===== src/rtl/cart_reconfig_seq_pkg.sv =====
// Shared MSX reconfiguration definitions: sequencer states, default timing
// constants and the per-slot save-required test.
`default_nettype none

package cart_reconfig_seq_pkg;

    typedef enum logic [2:0] {
        ST_IDLE     = 3'd0,
        ST_SETTLE   = 3'd1,
        ST_FLUSH0   = 3'd2,
        ST_FLUSH1   = 3'd3,
        ST_RST_HOLD = 3'd4,
        ST_RELOAD   = 3'd5
    } seq_state_t;

    localparam int unsigned TIMER_W           = 24;
    localparam logic [23:0] DEF_SETTLE_CYCLES = 24'd10_000_000;
    localparam logic [15:0] DEF_RESET_CYCLES  = 16'd1024;
    localparam logic [23:0] DEF_FLUSH_TIMEOUT = 24'd8_000_000;

    function automatic logic slot_needs_flush(input logic [2:0] size, input logic dirty);
        return (size != 3'd0) && dirty;
    endfunction

endpackage

`default_nettype wire


===== src/rtl/cart_reconfig_seq_seq_timer.sv =====
// Loadable down-counter with zero flag, shared by the settle, flush and
// reset-hold phases. Holds at zero instead of wrapping.
`default_nettype none

module cart_reconfig_seq_seq_timer
    import cart_reconfig_seq_pkg::*;
(
    input  logic               clk,
    input  logic               reset,
    input  logic               load,
    input  logic [TIMER_W-1:0] load_value,
    input  logic               dec,
    output logic               zero
);

    logic [TIMER_W-1:0] count;

    always_ff @(posedge clk) begin
        if (reset) begin
            count <= '0;
        end else if (load) begin
            count <= load_value;
        end else if (dec && (count != '0)) begin
            count <= count - 1'b1;
        end
    end

    assign zero = (count == '0);

endmodule

`default_nettype wire


===== src/rtl/cart_reconfig_seq.sv =====
// Cartridge reconfiguration sequencer: waits for the configuration to settle,
// saves dirty SRAM slots, pulses the MSX reset and requests a ROM reload.
`default_nettype none

module cart_reconfig_seq
    import cart_reconfig_seq_pkg::*;
#(
    parameter logic [23:0] SETTLE_CYCLES = DEF_SETTLE_CYCLES,
    parameter logic [15:0] RESET_CYCLES  = DEF_RESET_CYCLES,
    parameter logic [23:0] FLUSH_TIMEOUT = DEF_FLUSH_TIMEOUT
) (
    input  logic            clk,
    input  logic            reset,
    input  logic            cfg_change,
    input  logic            cart_changed,
    input  logic [1:0][2:0] sram_size,
    input  logic [1:0]      sram_dirty,
    output logic [1:0]      flush_req,
    input  logic            flush_ack,
    output logic            msx_reset,
    output logic            reload_req,
    input  logic            reload_done,
    output logic            busy,
    output logic            flush_timeout
);

    seq_state_t state, state_next;

    logic               cfg_prev;
    logic               pending;
    logic               pending_cart;
    logic               cart_seen;
    logic [1:0][2:0]    size_hold;
    logic [1:0]         dirty_hold;
    logic               change_evt;
    logic               need0;
    logic               need1;
    logic               tmr_load;
    logic               tmr_dec;
    logic               tmr_zero;
    logic [TIMER_W-1:0] tmr_value;
    logic               timeout_set;
    logic [1:0]         flush_req_next;

    // cfg_change is a level, so only its rising edge counts as a fresh change
    assign change_evt = (cfg_change & ~cfg_prev) | cart_changed;
    assign need0      = slot_needs_flush(size_hold[0], dirty_hold[0]);
    assign need1      = slot_needs_flush(size_hold[1], dirty_hold[1]);

    cart_reconfig_seq_seq_timer seq_timer (
        .clk        (clk),
        .reset      (reset),
        .load       (tmr_load),
        .load_value (tmr_value),
        .dec        (tmr_dec),
        .zero       (tmr_zero)
    );

    always_ff @(posedge clk) begin
        if (reset) begin
            state <= ST_IDLE;
        end else begin
            state <= state_next;
        end
    end

    always_comb begin
        state_next     = state;
        tmr_load       = 1'b0;
        tmr_dec        = 1'b0;
        tmr_value      = '0;
        timeout_set    = 1'b0;
        flush_req_next = 2'b00;
        case (state)
            ST_IDLE: begin
                if (pending || cfg_change || cart_changed) begin
                    state_next = ST_SETTLE;
                    tmr_load   = 1'b1;
                    tmr_value  = SETTLE_CYCLES - 24'd1;
                end
            end
            ST_SETTLE: begin
                if (change_evt) begin
                    tmr_load  = 1'b1;
                    tmr_value = SETTLE_CYCLES - 24'd1;
                end else if (!cfg_change && !cart_seen) begin
                    state_next = ST_IDLE;
                end else if (tmr_zero) begin
                    state_next = ST_FLUSH0;
                    tmr_load   = 1'b1;
                    tmr_value  = FLUSH_TIMEOUT - 24'd1;
                end else begin
                    tmr_dec = 1'b1;
                end
            end
            ST_FLUSH0: begin
                if (!need0 || flush_ack) begin
                    state_next = ST_FLUSH1;
                    tmr_load   = 1'b1;
                    tmr_value  = FLUSH_TIMEOUT - 24'd1;
                end else if (tmr_zero) begin
                    state_next  = ST_FLUSH1;
                    tmr_load    = 1'b1;
                    tmr_value   = FLUSH_TIMEOUT - 24'd1;
                    timeout_set = 1'b1;
                end else begin
                    tmr_dec = 1'b1;
                end
            end
            ST_FLUSH1: begin
                if (!need1 || flush_ack) begin
                    state_next = ST_RST_HOLD;
                    tmr_load   = 1'b1;
                    tmr_value  = {8'd0, RESET_CYCLES - 16'd1};
                end else if (tmr_zero) begin
                    state_next  = ST_RST_HOLD;
                    tmr_load    = 1'b1;
                    tmr_value   = {8'd0, RESET_CYCLES - 16'd1};
                    timeout_set = 1'b1;
                end else begin
                    tmr_dec = 1'b1;
                end
            end
            ST_RST_HOLD: begin
                if (tmr_zero) begin
                    state_next = cart_seen ? ST_RELOAD : ST_IDLE;
                end else begin
                    tmr_dec = 1'b1;
                end
            end
            ST_RELOAD: begin
                if (reload_done) begin
                    state_next = ST_IDLE;
                end
            end
            default: state_next = ST_IDLE;
        endcase

        // On entry to FLUSH0 the hold registers are still loading, so use live inputs
        if (state_next == ST_FLUSH0) begin
            if ((state == ST_SETTLE) ? slot_needs_flush(sram_size[0], sram_dirty[0]) : need0) begin
                flush_req_next = 2'b01;
            end
        end else if ((state_next == ST_FLUSH1) && need1) begin
            flush_req_next = 2'b10;
        end
    end

    always_ff @(posedge clk) begin
        if (reset) begin
            cfg_prev     <= 1'b0;
            pending      <= 1'b0;
            pending_cart <= 1'b0;
            cart_seen    <= 1'b0;
            size_hold    <= '0;
            dirty_hold   <= '0;
        end else begin
            cfg_prev <= cfg_change;
            if (state == ST_IDLE) begin
                if (state_next == ST_SETTLE) begin
                    cart_seen    <= cart_changed | pending_cart;
                    pending      <= 1'b0;
                    pending_cart <= 1'b0;
                end
            end else if (state == ST_SETTLE) begin
                if (cart_changed) begin
                    cart_seen <= 1'b1;
                end
                if (state_next == ST_FLUSH0) begin
                    size_hold  <= sram_size;
                    dirty_hold <= sram_dirty;
                end
            end else begin
                if (change_evt) begin
                    pending <= 1'b1;
                end
                if (cart_changed) begin
                    pending_cart <= 1'b1;
                end
                if (state_next == ST_IDLE) begin
                    cart_seen <= 1'b0;
                end
            end
        end
    end

    always_ff @(posedge clk) begin
        if (reset) begin
            flush_req     <= 2'b00;
            msx_reset     <= 1'b0;
            reload_req    <= 1'b0;
            busy          <= 1'b0;
            flush_timeout <= 1'b0;
        end else begin
            flush_req  <= flush_req_next;
            msx_reset  <= (state_next == ST_RST_HOLD) || (state_next == ST_RELOAD);
            reload_req <= (state_next == ST_RELOAD);
            busy       <= (state_next != ST_IDLE);
            if (timeout_set) begin
                flush_timeout <= 1'b1;
            end
        end
    end

endmodule

`default_nettype wire

===== config.mk =====
export PLATFORM = sky130hd
export DESIGN_NAME = cart_reconfig_seq
export DESIGN_NICKNAME = d
export VERILOG_FILES = /design/src/rtl/cart_reconfig_seq_pkg.sv /design/src/rtl/cart_reconfig_seq_seq_timer.sv /design/src/rtl/cart_reconfig_seq.sv
export SDC_FILE = /design/constraint.sdc
export NUM_CORES = 1
export LEC_CHECK = 0
export ABC_AREA = 1
export CAP_MARGIN = 10
export CORE_MARGIN = 5
export CORE_UTILIZATION = 30
export DETAILED_ROUTE_END_ITERATION = 7
export PLACE_DENSITY = 0.49
export SLEW_MARGIN = 20
export SYNTH_ARGS = -nofsm -noshare
export SYNTH_HDL_FRONTEND = slang
export SYNTH_SLANG_ARGS = --single-unit

===== constraint.sdc =====
create_clock -name clk -period 1.9 [get_ports clk]
set_clock_uncertainty 0.05 [all_clocks]
set_input_delay 0.38 -clock clk [delete_from_list [all_inputs] [get_ports clk]]
set_output_delay 0.38 -clock clk [all_outputs]
set_load 0.05 [all_outputs]

# --- Yosys cells after proc, flatten, opt, wreduce, memory -nomap -nowiden ---
# Cells that the tools add are included.
word_totals:
  reg_bits: 45
  in_bits: 14
  output_inout_bits: 6
  word_cells: 117
classes:
  addsub: 1
  eq_ne: 13
  n_mux: 53
  n_bitwise: 5
  n_reduce_logical: 31
ops:
  columns: ["operator", "count"]
  rows:
  - ["$mux 24", 5]
  - ["$pmux 24 s4", 1]
  - ["$mux 23", 2]
  - ["$mux 3", 11]
  - ["$mux 1", 26]
  - ["$logic_not 24->1", 1]
  - ["$reduce_bool 24->1", 1]
  - ["$sub 24x1->24 const B", 1]
  - ["$mux 10", 2]
  - ["$pmux 3 s6", 1]
  - ["$reduce_bool 3->1", 5]
  - ["$eq 3x2->1 const B", 4]
  - ["$eq 3x3->1 const B", 4]
  - ["$reduce_and 3->1", 4]
  - ["$pmux 1 s4", 2]
  - ["$eq 3x1->1 const B", 2]
  - ["$logic_and 1x1->1", 6]
  - ["$logic_not 3->1", 2]
  - ["$reduce_bool 2->1", 3]
  - ["$logic_or 1x1->1", 5]
  - ["$logic_not 1->1", 4]
  - ["$mux 2", 2]
  - ["$ne 2x1->1 const B", 2]
  - ["$ne 3x2->1 const B", 1]
  - ["4 further kinds", 6]

# --- Longest topological paths before layout ---
logic_depth:
  depth_word: 10
  ltp_mapped: 16
  ltp_nobuf: 15

# --- By module ---
# Synthesis repeated with hierarchy kept, for this count alone.
unflattened:
  cells_unflattened: 479
  area_unflattened_um2: 2996.6
modules_own_cells:
  columns: ["module", "instances", "cells_per_inst", "area_each_um2", "seq_area_each_um2"]
  rows:
  - ["cart_reconfig_seq_seq_timer", 1, 328, 1920.6, 480.5]
  - ["cart_reconfig_seq", 1, 151, 1076.0, 420.4]

# --- Worst setup path before layout ---
# OpenSTA, ideal clock, no wires.
synth_path:
  kind: "register to register"
  startpoint: "reg seq_timer.count[0]"
  endpoint: "reg seq_timer.count[3]"
  setup_ps: 133
  t_arrival_ps: 1817
  required_ps: 1717
  slack_ps: -100
  path_stages_with_launch: 16
  path_buffers: 2
  period_less_slack_ps: 2000
  path_cell_list: "dfxtp_1 -> inv_1 -> ha_1 -> nand2_1 -> nor2_4 -> nand3_2 -> buf_6 -> nand2_2 -> inv_2 -> nand2_2 -> nand3_2 -> nand2_4 -> inv_2 -> buf_2 -> a21oi_1 -> a21oi_2"
synth_via:
  elab_chain_len: 7
  elab_cells_between_ends: 26
  classes_between: "add/sub: 1; mux: 21; reduce/logical: 4"
synth_lines:
  columns: ["item", "line", "source"]
  rows:
  - ["start, declared", "cart_reconfig_seq_seq_timer.sv:16", "logic [TIMER_W-1:0] count;"]
  - ["start signal, assigned", "cart_reconfig_seq_seq_timer.sv:22", "count <= load_value;"]
  - ["start signal, assigned", "cart_reconfig_seq_seq_timer.sv:24", "count <= count - 1'b1;"]
  - ["branches (longest 7 deep; another with $sub 24x1->24)", null, null]
# Several ways; the timed one is not identified. The select of a mux whose other input is x is not followed.
# A chain may end at the register's enable or synchronous reset.

# --- Worst setup path in the final report ---
layout_path:
  startpoint: "reg seq_timer.count[1]"
  endpoint: "reg seq_timer.count[17]"
# Same word-level chain as after synthesis.

==> tab_implementation.tex <==
\begin{tabular}{lr}
\hline
Metric & Value \\
\hline
\multicolumn{2}{l}{\textbf{Floorplanning}} \\
\quad Die extent in x & 101 um \\
\quad Initial core utilization & 30.5\% \\
\quad Core box area & 8130 um2 \\
\quad Vertical die dimension & 101 um \\
\quad Number of ports placed on the die boundary & 20 \\
\quad Die Outline Area & 10200 um2 \\
\quad Std-Cell Rows & 33 \\
\multicolumn{2}{l}{\textbf{Final layout}} \\
\quad Fill cells & 821 \\
\quad Antenna diode count & 0 \\
\quad Number of nets in the layout & 497 \\
\quad Most common cell after layout, fill and taps aside & sky130\_fd\_sc\_hd\_\_buf\_4 \\
\quad Area overhead of the layout relative to synthesis & 55.5\% \\
\quad Fraction of final layout cells sized beyond drive strength 1 & 36.6\% \\
\quad Leading cell types in the layout, fill and taps excluded & 88 x sky130\_fd\_sc\_hd\_\_buf\_4, 61 x sky130\_fd\_sc\_hd\_\_nand2\_1, 59 x sky130\_fd\_sc\_hd\_\_nor2\_1 \\
\multicolumn{2}{l}{\textbf{Clock tree}} \\
\quad Clock insertion delay at the later pin of the skew report & 310 ps \\
\quad Deepest clock path buffer count & 2 \\
\quad H-tree Lvls & 2 \\
\quad Buffer cell driving the clock tree root & sky130\_fd\_sc\_hd\_\_clkbuf\_8 \\
\quad Clock-pin slew on the worst setup and hold paths & 100 ps \\
\quad CTS Hold Bufs & 0 \\
\quad TritonCTS Sinks & 45 \\
\quad Total CTS buffers & 5 \\
\quad TritonCTS clock tree & yes \\
\multicolumn{2}{l}{\textbf{GRT}} \\
\quad Pin count of the biggest net entering global routing & 22 \\
\quad Initial antenna violation count & 0 \\
\quad Global Route Usage Sum & 14.7\% \\
\quad Number of global-route vias before repair & 2533 \\
\quad Wire length of the first global-routing pass & 11900 um \\
\quad GRT Residual Overflow & 0 \\
\multicolumn{2}{l}{\textbf{Detailed routing}} \\
\quad Final ANT Viol Nets & 0 \\
\quad Iteration-0 DRC count of the detailed router & 154 \\
\quad Via density per instance & 4.47 \\
\quad Via count & 2630 \\
\quad Routed len/inst & 12.3 um \\
\quad Total wirelength of the detailed-routed design & 7240 um \\
\quad Post-route DRC violation count & 0 \\
\quad Total iterations of the first detailed-routing run & 4 \\
\multicolumn{2}{l}{\textbf{Placed design}} \\
\quad Pre-CTS setup slack & -407 ps \\
\quad Count of input and output buffers & 19 \\
\quad Global placement routability congestion & 0.859 \\
\quad Detailed placer's ending HPWL & 5200 um \\
\multicolumn{2}{l}{\textbf{Yosys}} \\
\quad Average cell area after synthesis & 6.62 um2 \\
\quad Number of nets produced by synthesis & 389 \\
\quad Ranking of synthesized cells by area & sky130\_fd\_sc\_hd\_\_dfxtp\_1 36\%, sky130\_fd\_sc\_hd\_\_nor2\_1 12\%, sky130\_fd\_sc\_hd\_\_nand2\_1 10\% \\
\quad Synthesized flop and latch total & 45 \\
\quad Yosys cell types & 31 \\
\quad Yosys warns & 0 \\
\quad Cell area after technology mapping & 2480 um2 \\
\quad Synthesized instance count & 374 \\
\quad Dominant cell type by area after synthesis & sky130\_fd\_sc\_hd\_\_dfxtp\_1 \\
\quad Post-synthesis sequential area ratio & 36.4\% \\
\quad Yosys top cell area share & 36.4\% \\
\multicolumn{2}{l}{\textbf{Setup path}} \\
\quad Type of the worst setup path & reg -> reg \\
\quad Reg-to-reg critical path endpoint & seq\_timer.count[17]\$\_SDFFE\_PP0P\_ \\
\quad Worst-path cell with the longest stage delay & sky130\_fd\_sc\_hd\_\_dfxtp\_2 \\
\quad Sort of element at the end of the critical path & register \\
\quad Highest cell delay on the worst timing path & 330 ps \\
\quad Crit path top cell by count & sky130\_fd\_sc\_hd\_\_inv\_2 \\
\quad Worst setup path startpoint & seq\_timer.count[1]\$\_SDFFE\_PP0P\_ \\
\quad Critical-path cell list & inv\_2, ha\_4, nand2\_4, nor2\_4, nand3\_4, buf\_4, inv\_2, o21ai\_2, nand2\_2, inv\_4, nand2\_8, nand3\_1, a21oi\_1, nor2\_1 \\
\quad Peak fanout along the critical path & 7 \\
\quad Kind of start point of the critical path & register \\
\quad Reg2Reg Launch Point & seq\_timer.count[1]\$\_SDFFE\_PP0P\_ \\
\quad Arr. time, crit path & 2040 ps \\
\quad Worst-case reg-to-reg path depth & 14 \\
\quad CP required & 2050 ps \\
\quad Register-to-Register Setup Slack & 10 ps \\
\multicolumn{2}{l}{\textbf{Hold path}} \\
\quad Hold Path Origin & cart\_changed \\
\quad Instance count along the most critical hold path & 3 \\
\quad Class of the most critical hold timing path & in -> reg \\
\quad Hold EP & pending\_cart\$\_SDFFE\_PP0P\_ \\
\multicolumn{2}{l}{\textbf{Pwr}} \\
\quad Areal power density over the cells & 760 nW/um2 \\
\quad Leak Pwr & 0.00182 uW \\
\quad Peak supply drop & 389 uV \\
\quad Total power of the final layout & 2930 uW \\
\multicolumn{2}{l}{\textbf{Job}} \\
\quad Max-cap check violation count & 0 \\
\multicolumn{2}{l}{\textbf{STA}} \\
\quad Count of endpoints failing hold in the final timing report & 0 \\
\quad Worst setup margin & 10.2 ps \\
\quad Slew of the pin with the lowest slew margin & 510 ps \\
\quad RSZ-0062 raised after global routing & true \\
\quad Slew Limit Headroom & 65.9\% \\
\quad Maximum operating frequency & 529 MHz \\
\quad Max Slew Vio Count & 0 \\
\quad Final-report setup violation count & 0 \\
\quad Post-layout min period & 1890 ps \\
\quad Portion of the clock cycle consumed by the worst path in the final layout & 99.5\% \\
\multicolumn{2}{l}{\textbf{Run status}} \\
\quad Run status & finished clean \\
\hline
\end{tabular}
## power by group
group / internal (uW) / leakage [uW] / switching, uW
Sequential: 1020 / 0.000370 / 50.9
Clock: 402 / 0.0000591 / 383
Combinational: 514 / 0.00139 / 558
## worst max path at each step
| stage | end | slack [ps] |
|---|---|---|
| 6_report | seq_timer.count[17]$_SDFFE_PP0P_ | 10 |
| 5_1_grt | cart_seen$_SDFFE_PP0P_ | -130 |
| 4_1_cts | seq_timer.count[1]$_SDFFE_PP0P_ | -20 |
| 3_5_place_dp | seq_timer.count[17]$_SDFFE_PP0P_ | -410 |
| 3_3_place_gp | seq_timer.count[17]$_SDFFE_PP0P_ | -330 |
| 2_1_floorplan | seq_timer.count[1]$_SDFFE_PP0P_ | 20 |
## synthesized netlist by cell type
master	number
sky130_fd_sc_hd__nor2_1	77
sky130_fd_sc_hd__nand3_2	2
sky130_fd_sc_hd__nand3b_1	3
sky130_fd_sc_hd__xnor2_1	10
sky130_fd_sc_hd__or3_1	1
sky130_fd_sc_hd__nand2_2	4
sky130_fd_sc_hd__o21ai_1	8
sky130_fd_sc_hd__dfxtp_1	45
sky130_fd_sc_hd__o211a_1	1
sky130_fd_sc_hd__nand4_1	1
sky130_fd_sc_hd__clkbuf_1	5
sky130_fd_sc_hd__nor4_1	3
sky130_fd_sc_hd__a31oi_1	2
sky130_fd_sc_hd__buf_2	3
sky130_fd_sc_hd__buf_8	1
sky130_fd_sc_hd__inv_6	1
sky130_fd_sc_hd__o21ai_0	21
sky130_fd_sc_hd__nor3_1	4
sky130_fd_sc_hd__nand2_4	2
sky130_fd_sc_hd__xor2_1	6
sky130_fd_sc_hd__inv_1	36
sky130_fd_sc_hd__a21oi_2	4
sky130_fd_sc_hd__nand2_1	67
sky130_fd_sc_hd__ha_1	1
sky130_fd_sc_hd__a21oi_1	34
sky130_fd_sc_hd__inv_2	5
sky130_fd_sc_hd__a211oi_1	1
sky130_fd_sc_hd__nand3_1	22
sky130_fd_sc_hd__nor2_4	1
sky130_fd_sc_hd__nor2_2	1
sky130_fd_sc_hd__buf_6	2
## layer usage
| metal | part of all wire [%] | GRT usage, % | up-vias | routed length (um) |
|---|---|---|---|---|
| li1 | - | - | 1421 | - |
| met1 | 52 | 20.8 | 1180 | 3760 |
| met2 | 44 | 22.4 | 24 | 3200 |
| met3 | 2.6 | 2.70 | 5 | 190 |
| met4 | 1.2 | 4.66 | 0 | 88 |
| met5 | 0 | 0 | - | 0 |
## worst max-delay path: cells and delay by family (launching register included)
family | cells | cell delay [ps]
compound gates | 2 | 220
fa+ha+maj | 1 | 150
buf+inv | 4 | 350
flops | 1 | 330
simple gates | 7 | 690
## state kept, by name, summed over array words and instances (netlist names), 2 cells and up
name,cells
size_hold,6
state,3
flush_req,2
dirty_hold,2
seq_timer.count,24
## stage by stage
stage | std cells | hold WS [ps] | area (um2) | setup TNS (ps) | utilization [%]
final | 588 | 403 | 3850 | 0 | 47.4
after global routing | 588 | 436 | 3850 | -1870 | 47.4
after CTS | 585 | 416 | 3640 | -18.1 | 44.8
after detailed placement | 573 | 399 | 3430 | -11490 | 42.2
after global placement | 573 | 388 | 3430 | -9660 | 42.2
after floorplan | 374 | 379 | 2500 | 0 | -
## cell families (layout without fill, tap and decap cells)
group	after synthesis	in the layout	share of synthesized area (%)
compound gates	71	71	15.4
xor+xnor	16	16	5.66
buf+inv	53	162	9.44
flops	45	45	36.4
simple gates	188	188	32.7
fa+ha+maj	1	1	0.505
## repair_timing
action,in CTS,in global routing
hold endpoints to repair,0,0
pin swaps,7,11
setup buffers,4,2
gates resized for setup,27,55
cloned,0,1
endpoints found under the setup margin,36,44
## cell type report
cell class	count	area, um2	area share, %
multi-input combinational	276	1570	40.8
sequential	45	906	23.5
clock buffer	5	68.8	1.79
clock inverter	3	47.5	1.23
tap	105	131	3.41
inverter	42	170	4.42
timing repair buffer	112	957	24.8
Power figures use the tool's default switching activity.
